<file path="src/rtl/kernel_b_pkg.sv">
// Shared defaults and state encoding for the kernel_B input FIFO.
package kernel_b_pkg;

    localparam int STREAMW_DEF = 32;
    localparam int DEPTH_DEF   = 4;
    localparam int NELEM_DEF   = 1024;

    typedef enum logic [1:0] {
        IDLE = 2'd0,
        RUN  = 2'd1,
        DONE = 2'd2
    } state_t;

    // Saturating 32-bit increment used by the optional stall statistic.
    function automatic logic [31:0] sat_inc32(input logic [31:0] v);
        return (v == 32'hFFFF_FFFF) ? v : (v + 32'd1);
    endfunction

endpackage

</file>
<file path="src/rtl/kernel_b_fifo_mem.sv">
// FIFO storage: DEPTH x WIDTH, synchronous write, asynchronous read.
// Contents are not reset; the control logic never exposes an unwritten slot.
module kernel_b_fifo_mem
    import kernel_b_pkg::*;
#(
    parameter int WIDTH = STREAMW_DEF,
    parameter int DEPTH = DEPTH_DEF
) (
    input  logic                     clk,
    input  logic                     we,
    input  logic [$clog2(DEPTH)-1:0] waddr,
    input  logic [WIDTH-1:0]         wdata,
    input  logic [$clog2(DEPTH)-1:0] raddr,
    output logic [WIDTH-1:0]         rdata
);

    logic [WIDTH-1:0] mem_r [DEPTH];

    // Write port: capture the pushed word at the write pointer.
    always_ff @(posedge clk) begin
        if (we) begin
            mem_r[waddr] <= wdata;
        end
    end

    assign rdata = mem_r[raddr];

endmodule

</file>
<file path="src/rtl/kernel_b_in_fifo.sv">
// Input FIFO in front of kernelTop_kernel_B: first-word-fall-through buffer
// with a delivery counter that closes the stream after NELEM words.
// Optional build macro KERNEL_B_IN_FIFO_STATS_EN adds a saturating
// stall_cnt output (cycles with ovalid=1 and oready=0).
module kernel_b_in_fifo
    import kernel_b_pkg::*;
#(
    parameter int STREAMW = STREAMW_DEF,
    parameter int DEPTH   = DEPTH_DEF,
    parameter int NELEM   = NELEM_DEF
) (
    input  logic                     clk,
    input  logic                     rst,
    input  logic                     ivalid,
    output logic                     iready,
    input  logic [STREAMW-1:0]       in_s0,
    output logic                     ovalid,
    input  logic                     oready,
    output logic [STREAMW-1:0]       out_s0,
    output logic [$clog2(DEPTH):0]   level,
    output logic                     done
`ifdef KERNEL_B_IN_FIFO_STATS_EN
    ,
    output logic [31:0]              stall_cnt
`endif
);

    localparam int AW = $clog2(DEPTH);
    localparam int LW = AW + 1;
    localparam int CW = $clog2(NELEM + 1);

    localparam logic [LW-1:0] LEVEL_FULL = LW'(DEPTH);
    localparam logic [LW-1:0] LEVEL_ZERO = {LW{1'b0}};
    localparam logic [AW-1:0] PTR_ONE    = AW'(1);
    localparam logic [LW-1:0] LEVEL_ONE  = LW'(1);
    localparam logic [CW-1:0] CNT_ONE    = CW'(1);
    localparam logic [CW-1:0] CNT_LAST   = CW'(NELEM - 1);
    localparam logic [CW-1:0] CNT_END    = CW'(NELEM);

    logic [AW-1:0]      wr_ptr_r;
    logic [AW-1:0]      rd_ptr_r;
    logic [LW-1:0]      level_r;
    logic [CW-1:0]      cnt_r;
    state_t             state_r;
    state_t             state_s;
    // Held low through reset so iready stays 0 until the first edge after release.
    logic               en_r;
    logic               iready_s;
    logic               ovalid_s;
    logic               push_s;
    logic               pop_s;
    logic [STREAMW-1:0] rd_data_s;

    // Handshake qualifiers, derived only from registered state.
    always_comb begin
        iready_s = en_r & (level_r < LEVEL_FULL) & (state_r != DONE);
        ovalid_s = (level_r != LEVEL_ZERO);
        push_s   = ivalid & iready_s;
        pop_s    = ovalid_s & oready;
    end

    // Next-state logic for the stream lifecycle.
    always_comb begin
        state_s = state_r;
        case (state_r)
            IDLE: begin
                if (push_s) begin
                    state_s = RUN;
                end else begin
                    state_s = IDLE;
                end
            end
            RUN: begin
                if (pop_s && (cnt_r == CNT_LAST)) begin
                    state_s = DONE;
                end else begin
                    state_s = RUN;
                end
            end
            DONE: begin
                state_s = DONE;
            end
            default: begin
                state_s = IDLE;
            end
        endcase
    end

    // State register and post-reset input enable.
    always_ff @(posedge clk or negedge rst) begin
        if (!rst) begin
            state_r <= IDLE;
            en_r    <= 1'b0;
        end else begin
            state_r <= state_s;
            en_r    <= 1'b1;
        end
    end

    // Pointers and occupancy; pointers wrap naturally modulo DEPTH.
    always_ff @(posedge clk or negedge rst) begin
        if (!rst) begin
            wr_ptr_r <= {AW{1'b0}};
            rd_ptr_r <= {AW{1'b0}};
            level_r  <= LEVEL_ZERO;
        end else begin
            if (push_s) begin
                wr_ptr_r <= wr_ptr_r + PTR_ONE;
            end
            if (pop_s) begin
                rd_ptr_r <= rd_ptr_r + PTR_ONE;
            end
            case ({push_s, pop_s})
                2'b10:   level_r <= level_r + LEVEL_ONE;
                2'b01:   level_r <= level_r - LEVEL_ONE;
                default: level_r <= level_r;
            endcase
        end
    end

    // Delivery counter: one step per word handed downstream, capped at NELEM.
    always_ff @(posedge clk or negedge rst) begin
        if (!rst) begin
            cnt_r <= {CW{1'b0}};
        end else if (pop_s && (cnt_r != CNT_END)) begin
            cnt_r <= cnt_r + CNT_ONE;
        end
    end

`ifdef KERNEL_B_IN_FIFO_STATS_EN
    logic [31:0] stall_cnt_r;

    // Count cycles where a word is offered but downstream holds off.
    always_ff @(posedge clk or negedge rst) begin
        if (!rst) begin
            stall_cnt_r <= 32'd0;
        end else if (ovalid_s && !oready) begin
            stall_cnt_r <= sat_inc32(stall_cnt_r);
        end
    end

    assign stall_cnt = stall_cnt_r;
`endif

    kernel_b_fifo_mem #(
        .WIDTH (STREAMW),
        .DEPTH (DEPTH)
    ) u_mem (
        .clk   (clk),
        .we    (push_s),
        .waddr (wr_ptr_r),
        .wdata (in_s0),
        .raddr (rd_ptr_r),
        .rdata (rd_data_s)
    );

    assign iready = iready_s;
    assign ovalid = ovalid_s;
    assign out_s0 = rd_data_s;
    assign level  = level_r;
    assign done   = (state_r == DONE);

endmodule
</file>
<file path="config.mk">
export PLATFORM = sky130hd
export DESIGN_NAME = kernel_b_in_fifo
export DESIGN_NICKNAME = d
export VERILOG_FILES = /design/src/rtl/kernel_b_pkg.sv /design/src/rtl/kernel_b_fifo_mem.sv /design/src/rtl/kernel_b_in_fifo.sv
export SDC_FILE = /design/constraint.sdc
export NUM_CORES = 1
export LEC_CHECK = 0
export ABC_AREA = 1
export ABC_CLOCK_PERIOD_IN_PS = 7500
export BUFFER_PORTS_ARGS = -buffer_cell sky130_fd_sc_hd__buf_2
export CAP_MARGIN = 20
export CELL_PAD_IN_SITES_DETAIL_PLACEMENT = 1
export CELL_PAD_IN_SITES_GLOBAL_PLACEMENT = 1
export CORE_MARGIN = 3
export CORE_UTILIZATION = 50
export DETAILED_ROUTE_END_ITERATION = 10
export GPL_TIMING_DRIVEN = 0
export PLACE_DENSITY = 0.85
export SYNTH_ARGS = -nofsm -noshare
export SYNTH_HDL_FRONTEND = slang
export SYNTH_SLANG_ARGS = --single-unit
</file>
<file path="constraint.sdc">
create_clock -name clk -period 7.5 [get_ports clk]
set_clock_uncertainty 0.2 [all_clocks]
set_input_delay 0.375 -clock clk [delete_from_list [all_inputs] [get_ports clk]]
set_output_delay 0.375 -clock clk [all_outputs]
set_load 0.01 [all_outputs]
</file>
==> results.ini, run 1 <==
[drt]
vias_per_cell = 6.03
drt_first_pass_iters = 5
drc = 0
route.vias.total = 4544
dr.first_iter.drc_count = 515
antenna_left = 0
wl_per_cell_um = 26.2
routed_wl_mm = 19.8

[pwr]
power_mw = 2.73
peakVddDrop_v = 0.000229
power_density_mw_per_mm2 = 362
power_leakage_nw = 2.86

[worst_setup_path]
end_kind = primary output
ff2ff_setup_slack_ps = 5000
cpPeakStageDelay_ps = 500
crit_slowest_cell = clkbuf_1
cp_max_fo = 10
reg2regPathDepth = 11
worst_setup_path_start_kind = flop
crit_required_ps = 6920
crit_type = flop to primary output
crit_path_cell_trace = inv_1 -> clkbuf_1 -> o21ai_1 -> o22ai_1 -> buf_2
arrival_ps = 2310

[sta]
setup-violations-final = 0
rsz0062_at_grt = false
finalCriticalPeriod_ps = 2880
whs_ps = 15.4
maxSlewViolCount = 0
fin_tns_setup_ps = 0
final_hold_viol_count = 0
period_share_pct = 38.4
max-slew-margin-rel_pct = 55.9
fmax_ghz = 0.347
tightest_slew_ps = 660

[placed_design]
dp_hpwl_mm = 9.88
gp_congestion = 0.742
dp.cells = 690
portBuffers = 73

[hold_path]
hp-class = primary input to flop
holdPathStages = 1

[cts]
clkSinkCount = 149
cts_buffers = 17
cts_hold_buf = 30
clock_latency_ps = 430
h-tree-depth = 4
cts_tree = done
post-cts-setup-buffers = 0
cts_resized = 0
cts_buffer_depth = 2
clk_pin_slew_ps = 70
cts-root-buf = clkbuf_16

[synthesis]
async_flop_share_pct = 14.1
ys_ff_latch = 149
synthFlopType = edfxtp_1
synth_area_per_cell_um2 = 12.6
postSynthCellCount = 470
synth_area_mm2 = 0.00594
syn_nets = 514
ys_warn_count = 0
synth_edf_count = 128
synth.distinct_cells = 27
seq_area_frac_synth_pct = 73.5

[floorplanning]
fp.dieArea_mm2 = 0.0132
die_w_um = 115
rows = 39
core_mm2 = 0.0115
die_height_um = 115
io_pins = 74
start_util_pct = 51.6

[cells_and_area]
fin_util_pct = 65.5
final_layout_size_suffix_gt1_share_pct = 20.8
fin_nets = 641
area_growth_pct = 27.0
instances_no_fill = 753
n_antenna_cell = 0

[global_routing]
track_usage_pct = 31.0
globalRoute.totalOverflow = 0
grt_max_degree = 29
grt_pass1_vias = 4852
antenna_found_initial = 0
grt_pass1_wl_mm = 29.6

[outcome]
outcome = finished clean

[job]
drv_cap = 0

## worst max-delay path, delay by kind of cell (launching register included)
family	cells	cell delay (ps)
buffers and inverters	3	890
DFF	1	470
AOI/OAI and AO/OA	2	510
## registers in the layout, indices dropped and copies added (netlist names)
register	cells
u_mem.mem_r	128
cnt_r	11
level	3
rd_ptr_r	2
state_r	2
wr_ptr_r	2
en_r	1
## cells by family after synthesis
| family | Yosys count | synth area share (%) |
|---|---|---|
| buffers and inverters | 43 | 3.22 |
| XOR/XNOR | 9 | 1.33 |
| flip-flops | 149 | 73.5 |
| adder cells (fa/ha/maj) | 8 | 1.81 |
| other | 1 | 0.0631 |
| AO/OA/AOI/OAI | 102 | 9.26 |
| AND/OR/NAND/NOR | 158 | 10.8 |
## power breakdown
part,total (mW),internal (mW),switching [mW]
clock,0.913,0.556,0.357
sequential,0.963,0.927,0.0356
combinational,0.858,0.282,0.576
total,2.73,1.77,0.968
## worst paths after layout
kind | from | end
min in group asynchronous | rst | rd_ptr_r[1]
max | rd_ptr_r[1] | out_s0[3]
max in group asynchronous | rst | en_r
min | in_s0[26] | u_mem.mem_r[0][26]
min reg2reg | level[0] | level[0]
max reg2reg | state_r[0] | level[2]
## Yosys cell counts (2+ instances only)
| library cell | n | area, um^2 |
|---|---|---|
| clkbuf_1 | 13 | 48.8 |
| nand3_1 | 5 | 25.0 |
| nor2_2 | 3 | 18.8 |
| nand2_1 | 57 | 214 |
| edfxtp_1 | 128 | 3840 |
| nand2_2 | 2 | 12.5 |
| xnor2_1 | 4 | 35.0 |
| o21ai_0 | 63 | 315 |
| nor2_1 | 83 | 312 |
| nand3b_1 | 4 | 30.0 |
| ha_1 | 7 | 87.6 |
| inv_2 | 3 | 11.3 |
| dfrtp_1 | 21 | 526 |
| buf_4 | 4 | 30.0 |
| o21ai_1 | 5 | 25.0 |
| o22ai_1 | 32 | 200 |
| inv_1 | 19 | 71.3 |
| xor2_1 | 5 | 43.8 |
| buf_2 | 3 | 15.0 |
| a21oi_1 | 2 | 10.0 |
## metal layers
metal / track usage, % / vias to the layer above / wire length, um / share of wire, %
met5: 0 / - / 0 / 0
met4: 13.8 / 0 / 861 / 4.4
met3: 8.11 / 77 / 1190 / 6.0
met2: 54.1 / 253 / 10400 / 52
met1: 36.1 / 2292 / 7330 / 37
li1: - / 1922 / - / -
## layout by cell type (no fill, tap or decap)
cell type / Yosys / layout
nor2_1: 83 / 79
or2_1: 1 / 1
fa_1: 1 / 1
o22ai_1: 32 / 32
clkbuf_1: 13 / 15
clkinv_2: 0 / 2
dlygate4sd3_1: 0 / 31
clkinvlp_4: 0 / 3
buf_12: 0 / 1
inv_1: 19 / 19
o21ai_1: 5 / 5
buf_4: 4 / 4
nand2_2: 2 / 2
o21ai_0: 63 / 63
conb_1: 1 / 1
buf_8: 1 / 1
bufinv_16: 0 / 4
clkinv_4: 0 / 3
clkinv_1: 0 / 1
nand3_1: 5 / 5
ha_1: 7 / 7
clkbuf_16: 0 / 17
buf_2: 3 / 76
dfrtp_1: 21 / 21
nand2_1: 57 / 57
nor2_4: 0 / 4
inv_2: 3 / 3
nand3b_1: 4 / 4
nand2_4: 1 / 1
buf_16: 0 / 3
xor2_1: 5 / 5
nor3_1: 1 / 1
a21oi_1: 2 / 2
edfxtp_1: 128 / 128
xnor2_1: 4 / 4
nor2_2: 3 / 3
nand4_1: 1 / 1
## final cells by class
cell class	instances	area, um^2
plain buffers	21	109
fillers	1124	3970
flip-flops and latches	149	4370
repair buffers	108	778
clock inverters	13	183
well taps	143	179
multi-input cells	278	1410
clock buffers	19	433
inverters	22	82.6
## metrics by stage
| step | worst slack [ps] | cell area (um^2) |
|---|---|---|
| finish | 4620 | 7540 |
| global route | 4520 | 7540 |
| CTS | 4730 | 7530 |
| detailed placement | 5150 | 6620 |
| global placement | 3600 | 6490 |
| floorplan | 4510 | 5940 |
No activity file was read; power rests on OpenSTA's default activity.
==> inputs of run 2 (changes only) <==
ABC_CLOCK_PERIOD_IN_PS = 2500   (was 7500)
CORE_UTILIZATION = 42   (was 50)
PLACE_DENSITY = 0.76   (was 0.85)
clock period = 2.5 ns   (was 7.5 ns; I/O delays follow)
==> run 2 against run 1 <==
Compared with the run above: wire length is 23% lower; first-iteration DRC count is 45% lower; global-route usage is 11 points lower; clock power grew to 2.8 times the previous value; count of clock-buffer cells in the layout is 3 higher; via count is 8.5% lower; critical path depth stayed put; die area is 18% higher; flip-flop and latch count stayed put; critical path type unchanged.
==> results.ini, run 2 (synthesized netlist as in run 1, its figures left out) <==
[outcome]
outcome = finished clean

[cells_and_area]
largest_register_ffs = 128
fin_nets = 646
final_layout_size_suffix_gt1_share_pct = 21.1
multi_input_area_mm2 = 0.00141
finish.instance_area_mm2 = 0.00761
n_antenna_cell = 0
regArea_mm2 = 0.00437
regMostFlops = u_mem.mem_r
nFillCells = 1395
area_growth_pct = 28.0
layout_commonest_cell = edfxtp_1
layout_common_cells = edfxtp_1, nor2_1, buf_2, o21ai_0, nand2_1

[sta]
tightest_slew_ps = 619
max-slew-margin-rel_pct = 58.7
period_share_pct = 94.6
rsz0062_at_grt = false
setup_ws_ps = 135
maxSlewViolCount = 0
setup-violations-final = 0
fmax_ghz = 0.423
final_hold_viol_count = 0
finalCriticalPeriod_ps = 2360

[worst_setup_path]
cp_max_fo = 10
ff2ff_setup_slack_ps = 140
worst_setup_path_start_kind = flop
critPathBufInv = 3
cp_top_family = buffers and inverters
crit_type = flop to primary output
end_kind = primary output
crit_slowest_cell = clkbuf_1
arrival_ps = 2040
cpPeakStageDelay_ps = 500
crit_path_cell_trace = buf_4 -> clkbuf_1 -> nor2_1 -> o22ai_1 -> buf_2
crit_required_ps = 2170

[pwr]
peakVddDrop_v = 0.000479
combPwrFrac_pct = 30.8
netSwitchingFraction_pct = 33.4
power_density_mw_per_mm2 = 1030
seq_power_share_pct = 36.8
p_int_mw = 5.23
power_leakage_nw = 2.88
clockPowerShare_pct = 32.4
p_sw_mw = 2.62

[global_routing]
antenna_found_initial = 0
globalRoute.totalOverflow = 0
grt_max_degree = 29
track_usage_pct = 20.4
grt_pass1_vias = 4553
grt_pass1_wl_mm = 24.6

[drt]
vias_per_cell = 5.26
antenna_left = 0
wl_per_cell_um = 19.2
route.vias.total = 4159
drc = 0
drt_first_pass_iters = 4
dr.first_iter.drc_count = 285
routed_wl_mm = 15.2

[cts]
clkSinkCount = 149
cts-root-buf = clkbuf_16
cts_buffers = 17
clk_pin_slew_ps = 60
post-cts-setup-buffers = 0
h-tree-depth = 4
cts_tree = done
cts_buffer_depth = 2
clock_latency_ps = 420

[hold_path]
hp-class = primary input to async pin

[floorplanning]
start_util_pct = 43.8
fp.dieArea_mm2 = 0.0156
core_mm2 = 0.0136
io_pins = 74
rows = 42
die_height_um = 125
die_w_um = 125

[placed_design]
gp_congestion = 0.717
pre_cts_ws_ps = 138
dpl_cell_area_mm2 = 0.00665
portBuffers = 73
dp_hpwl_mm = 9.58

[job]
drv_cap = 0

-- run 2: changes by cell type in the layout (fill, tap and decap cells not counted), moves of 2 or more --
cell	delta
clkbuf_2	+5
clkbuf_1	-3
dlygate4sd3_1	+5
clkinv_4	-2
-- run 2: per-layer routing --
| metal | global-route usage, % | share of wire (%) | up-vias |
|---|---|---|---|
| met5 | 0 | 0 | - |
| met4 | 7.46 | 1.4 | 0 |
| met3 | 5.03 | 3.9 | 17 |
| met2 | 35.6 | 54 | 91 |
| met1 | 24.8 | 41 | 2116 |
| li1 | - | - | 1935 |
-- run 2: worst paths after layout --
path                             start            endpoint  cells past startpoint
min in group clk             in_s0[19]  u_mem.mem_r[1][19]                      2
setup reg to reg            state_r[0]            level[2]                     11
hold reg to reg               level[0]            level[0]                      1
hold / removal                     rst            cnt_r[1]                      2
setup / recovery           rd_ptr_r[0]          out_s0[13]                      5
max in group asynchronous          rst                en_r                      2
-- run 2: final cells by class --
class                   instances  share of cell area (%)
well taps                     176                    2.90
inverters                      22                    1.09
clock buffers                  22                    5.97
multi-input cells             278                    18.6
clock inverters                10                    1.74
repair buffers                113                    10.8
plain buffers                  21                    1.51
flip-flops and latches        149                    57.4
-- run 2: what timing repair did --
action                     4_1_cts  5_1_grt
gates resized for setup          0       10
setup endpoints to repair        0       10
hold endpoints to repair       152        0
hold buffers                    36        0
-- run 2: power groups by stage --
| stage | combinational [mW] | clock, mW | sequential, mW |
|---|---|---|---|
| after floorplan | 1.38 | 0 | 2.92 |
| after global placement | 2.26 | 0 | 2.93 |
| after detailed placement | 2.36 | 0 | 2.94 |
| after CTS | 2.43 | 2.56 | 2.89 |
| after global routing | 2.69 | 2.70 | 2.90 |
| final | 2.42 | 2.54 | 2.89 |
-- run 2: per-stage QoR --
step	total power [mW]	cells	utilization, %	setup TNS [ps]	hold slack (ps)
global route	8.29	791	56.1	0	61.8
floorplan	4.30	470	-	-62500	-371
detailed placement	5.29	723	49.1	0	-73.6
CTS	7.88	791	56.1	0	10.7
finish	7.85	791	56.1	0	2.84
global placement	5.19	719	48.1	-180670	-71.9
==> inputs of run 3 (changes only) <==
CORE_UTILIZATION = 41   (was 42)
GPL_ROUTABILITY_DRIVEN = 1   (was default)
SYNTH_HIERARCHICAL = 1   (was default)
==> run 3 against run 2 <==
Compared with the run above: the run now ends with negative hold slack left; sequential power increased by 8.0%; cell count is 28% higher; via count increased by 14%; non-clock buffer count increased by 6; area after synthesis increased by 11%; largest cell class unchanged; highest routed layer unchanged.
==> results.ini, run 3 <==
[worst_setup_path]
cpPeakStageDelay_ps = 420
arrival_ps = 2280
path_common_cell = inv_1
cp_max_fo = 15
worst_setup_path_start_kind = flop
crit_type = flop to flop
crit_slowest_cell = nor3_4
critPathBufInv = 5
end_kind = flop
crit_path_cell_trace = inv_1 -> nand4_1 -> inv_1 -> inv_1 -> nor3_4 -> buf_16 -> buf_16
crit_required_ps = 2430
cp_top_family = buffers and inverters

[global_routing]
antenna_found_initial = 0
grt_max_degree = 22
grt_pass1_vias = 5222
grt_pass1_wl_mm = 26.2
globalRoute.totalOverflow = 0
track_usage_pct = 19.2

[sta]
period_share_pct = 94.3
finalCriticalPeriod_ps = 2360
final_hold_viol_count = 21
setup-violations-final = 0
maxSlewViolCount = 0
whs_ps = -9.29
max-slew-margin-rel_pct = 66.4
rsz0062_at_grt = false
fmax_ghz = 0.424
tightest_slew_ps = 504

[placed_design]
gp_congestion = 0.714
dp.cells = 941
portBuffers = 73
dp_hpwl_mm = 10.8

[pwr]
peakVddDrop_v = 0.000739
power_leakage_nw = 3.98
power_density_mw_per_mm2 = 1030
power_mw = 8.61

[synthesis]
synthTopCellsByCount = nand2_1, inv_1, edfxtp_1
synthMuxAreaShare_pct = 0
synth_top_family_by_area = simple AND/OR/NAND/NOR gates
synth-adder-area-share_pct = 0.872
synth_most_common_cell = nand2_1
synthSimpleGateAreaFrac_pct = 19.7
synth_compound_area_share_pct = 0.701
postSynthCellCount = 649
ys_top_cells_by_area = edfxtp_1, nand2_1, inv_1
synth_area_mm2 = 0.00660
ys_warn_count = 6
synth_top_cell_area_share_pct = 58.2
async_flop_share_pct = 14.1
synth-xor-area-share_pct = 1.46
synth_area_per_cell_um2 = 10.2
seq_area_frac_synth_pct = 66.2
yosysTopAreaCell = edfxtp_1
synth.distinct_cells = 27
synthFlopType = edfxtp_1
ys_ff_latch = 149
syn_nets = 689
synth_edf_count = 128

[cts]
cts_tree = done
cts_buffer_depth = 2
clock_latency_ps = 430
clkSinkCount = 149
cts-root-buf = clkbuf_16
cts_buffers = 17
h-tree-depth = 4
clk_pin_slew_ps = 60

[cells_and_area]
layout_commonest_cell = nand2_1
fin_util_pct = 54.2
area_growth_pct = 27.0
layout_common_cells = nand2_1, inv_1, edfxtp_1, buf_2, nand3_1
fin_nets = 827
n_antenna_cell = 0
regMostFlops = u_mem/mem_r
instances_no_fill = 1009
final_layout_size_suffix_gt1_share_pct = 18.5
largest_register_ffs = 128

[floorplanning]
start_util_pct = 42.6
die_w_um = 133
die_height_um = 133
core_mm2 = 0.0155
rows = 45
io_pins = 74
fp.dieArea_mm2 = 0.0177

[drt]
vias_per_cell = 4.68
wl_per_cell_um = 16.1
antenna_left = 0
drc = 0
drt_first_pass_iters = 4
dr.first_iter.drc_count = 268
route.vias.total = 4722
routed_wl_mm = 16.3

[hold_path]
hp-class = primary input to async pin

[outcome]
outcome = finished, violations left
violations = negative hold slack

[job]
drv_cap = 0

==> run 3: cell types whose count changed after synthesis, moves of 4 or more <==
cell	change
nand2_1	+145
nor3_1	+4
buf_2	+7
nor2_1	-68
nand3_1	+63
buf_6	+7
o22ai_1	-32
ha_1	-4
clkbuf_1	-13
o21ai_0	-61
inv_1	+130
==> run 3: path summary, 6_finish.rpt <==
path,from,slack (ps),cells after the start,end
max reg2reg,level[2],140,7,u_mem/mem_r[2][12]
max,level[2],140,7,u_mem/mem_r[2][12]
min in group clk,in_s0[9],240,2,u_mem/mem_r[3][9]
min,rst,-9,2,cnt_r[0]
max in group asynchronous,rst,1770,2,level[2]
min reg2reg,cnt_r[8],320,1,cnt_r[8]
==> run 3: cells by family after synthesis <==
| kind of cell | after synthesis |
|---|---|
| XOR/XNOR | 11 |
| AND/OR/NAND/NOR | 305 |
| AO/OA/AOI/OAI | 7 |
| flip-flops | 149 |
| adder cells (fa/ha/maj) | 4 |
| other | 1 |
| buffers and inverters | 172 |
==> run 3: metrics by stage <==
step	worst slack [ps]	hold slack (ps)	TNS, ps	area, um^2
3_3_place_gp	-1390	-90.3	-174500	7250
3_5_place_dp	-65.8	-74.7	-1360	7450
4_1_cts	20.9	5.16	0	8380
6_report	143	-9.29	0	8390
5_1_grt	4.72	36.1	0	8390
2_1_floorplan	-265	-371	-33970	6620
==> run 3: layer usage <==
metal  up-vias  wire (um)  GRT usage, %
met1      2305       6490          21.2
met2       100       8820          35.5
li1       2293          -             -
met4         0        287          7.51
met5         -          0             0
met3        24        666          4.60
==> run 3: timing repair <==
action                                  4_1_cts  5_1_grt
resized for setup                             0        0
endpoints found under the setup margin       22       15
hold buffers                                 35        0
setup buffers                                 2        1
pin swaps                                     2        1
endpoints found under the hold margin       151        0
==> run 3: where the power goes <==
group / total (mW) / switching, mW / internal (mW)
clock network: 2.47 / 0.930 / 1.54
registers: 3.12 / 0.164 / 2.96
logic: 3.02 / 1.92 / 1.10
total: 8.61 / 3.01 / 5.60
==> run 3: layout make-up <==
type	instances	area [um^2]
timing repair buffer	119	908
tap	211	264
buffer	21	159
sequential	149	4370
multi-input combinational	328	1550
fill	1721	7100
inverter	151	567
clock inverter	12	139
clock buffer	18	429
==> run 3: worst reg2reg max path, delay by kind of cell (launching register included) <==
| kind | cells | cell delay, ps |
|---|---|---|
| buffers and inverters | 5 | 810 |
| AND/OR/NAND/NOR | 2 | 660 |
| flip-flops | 1 | 380 |
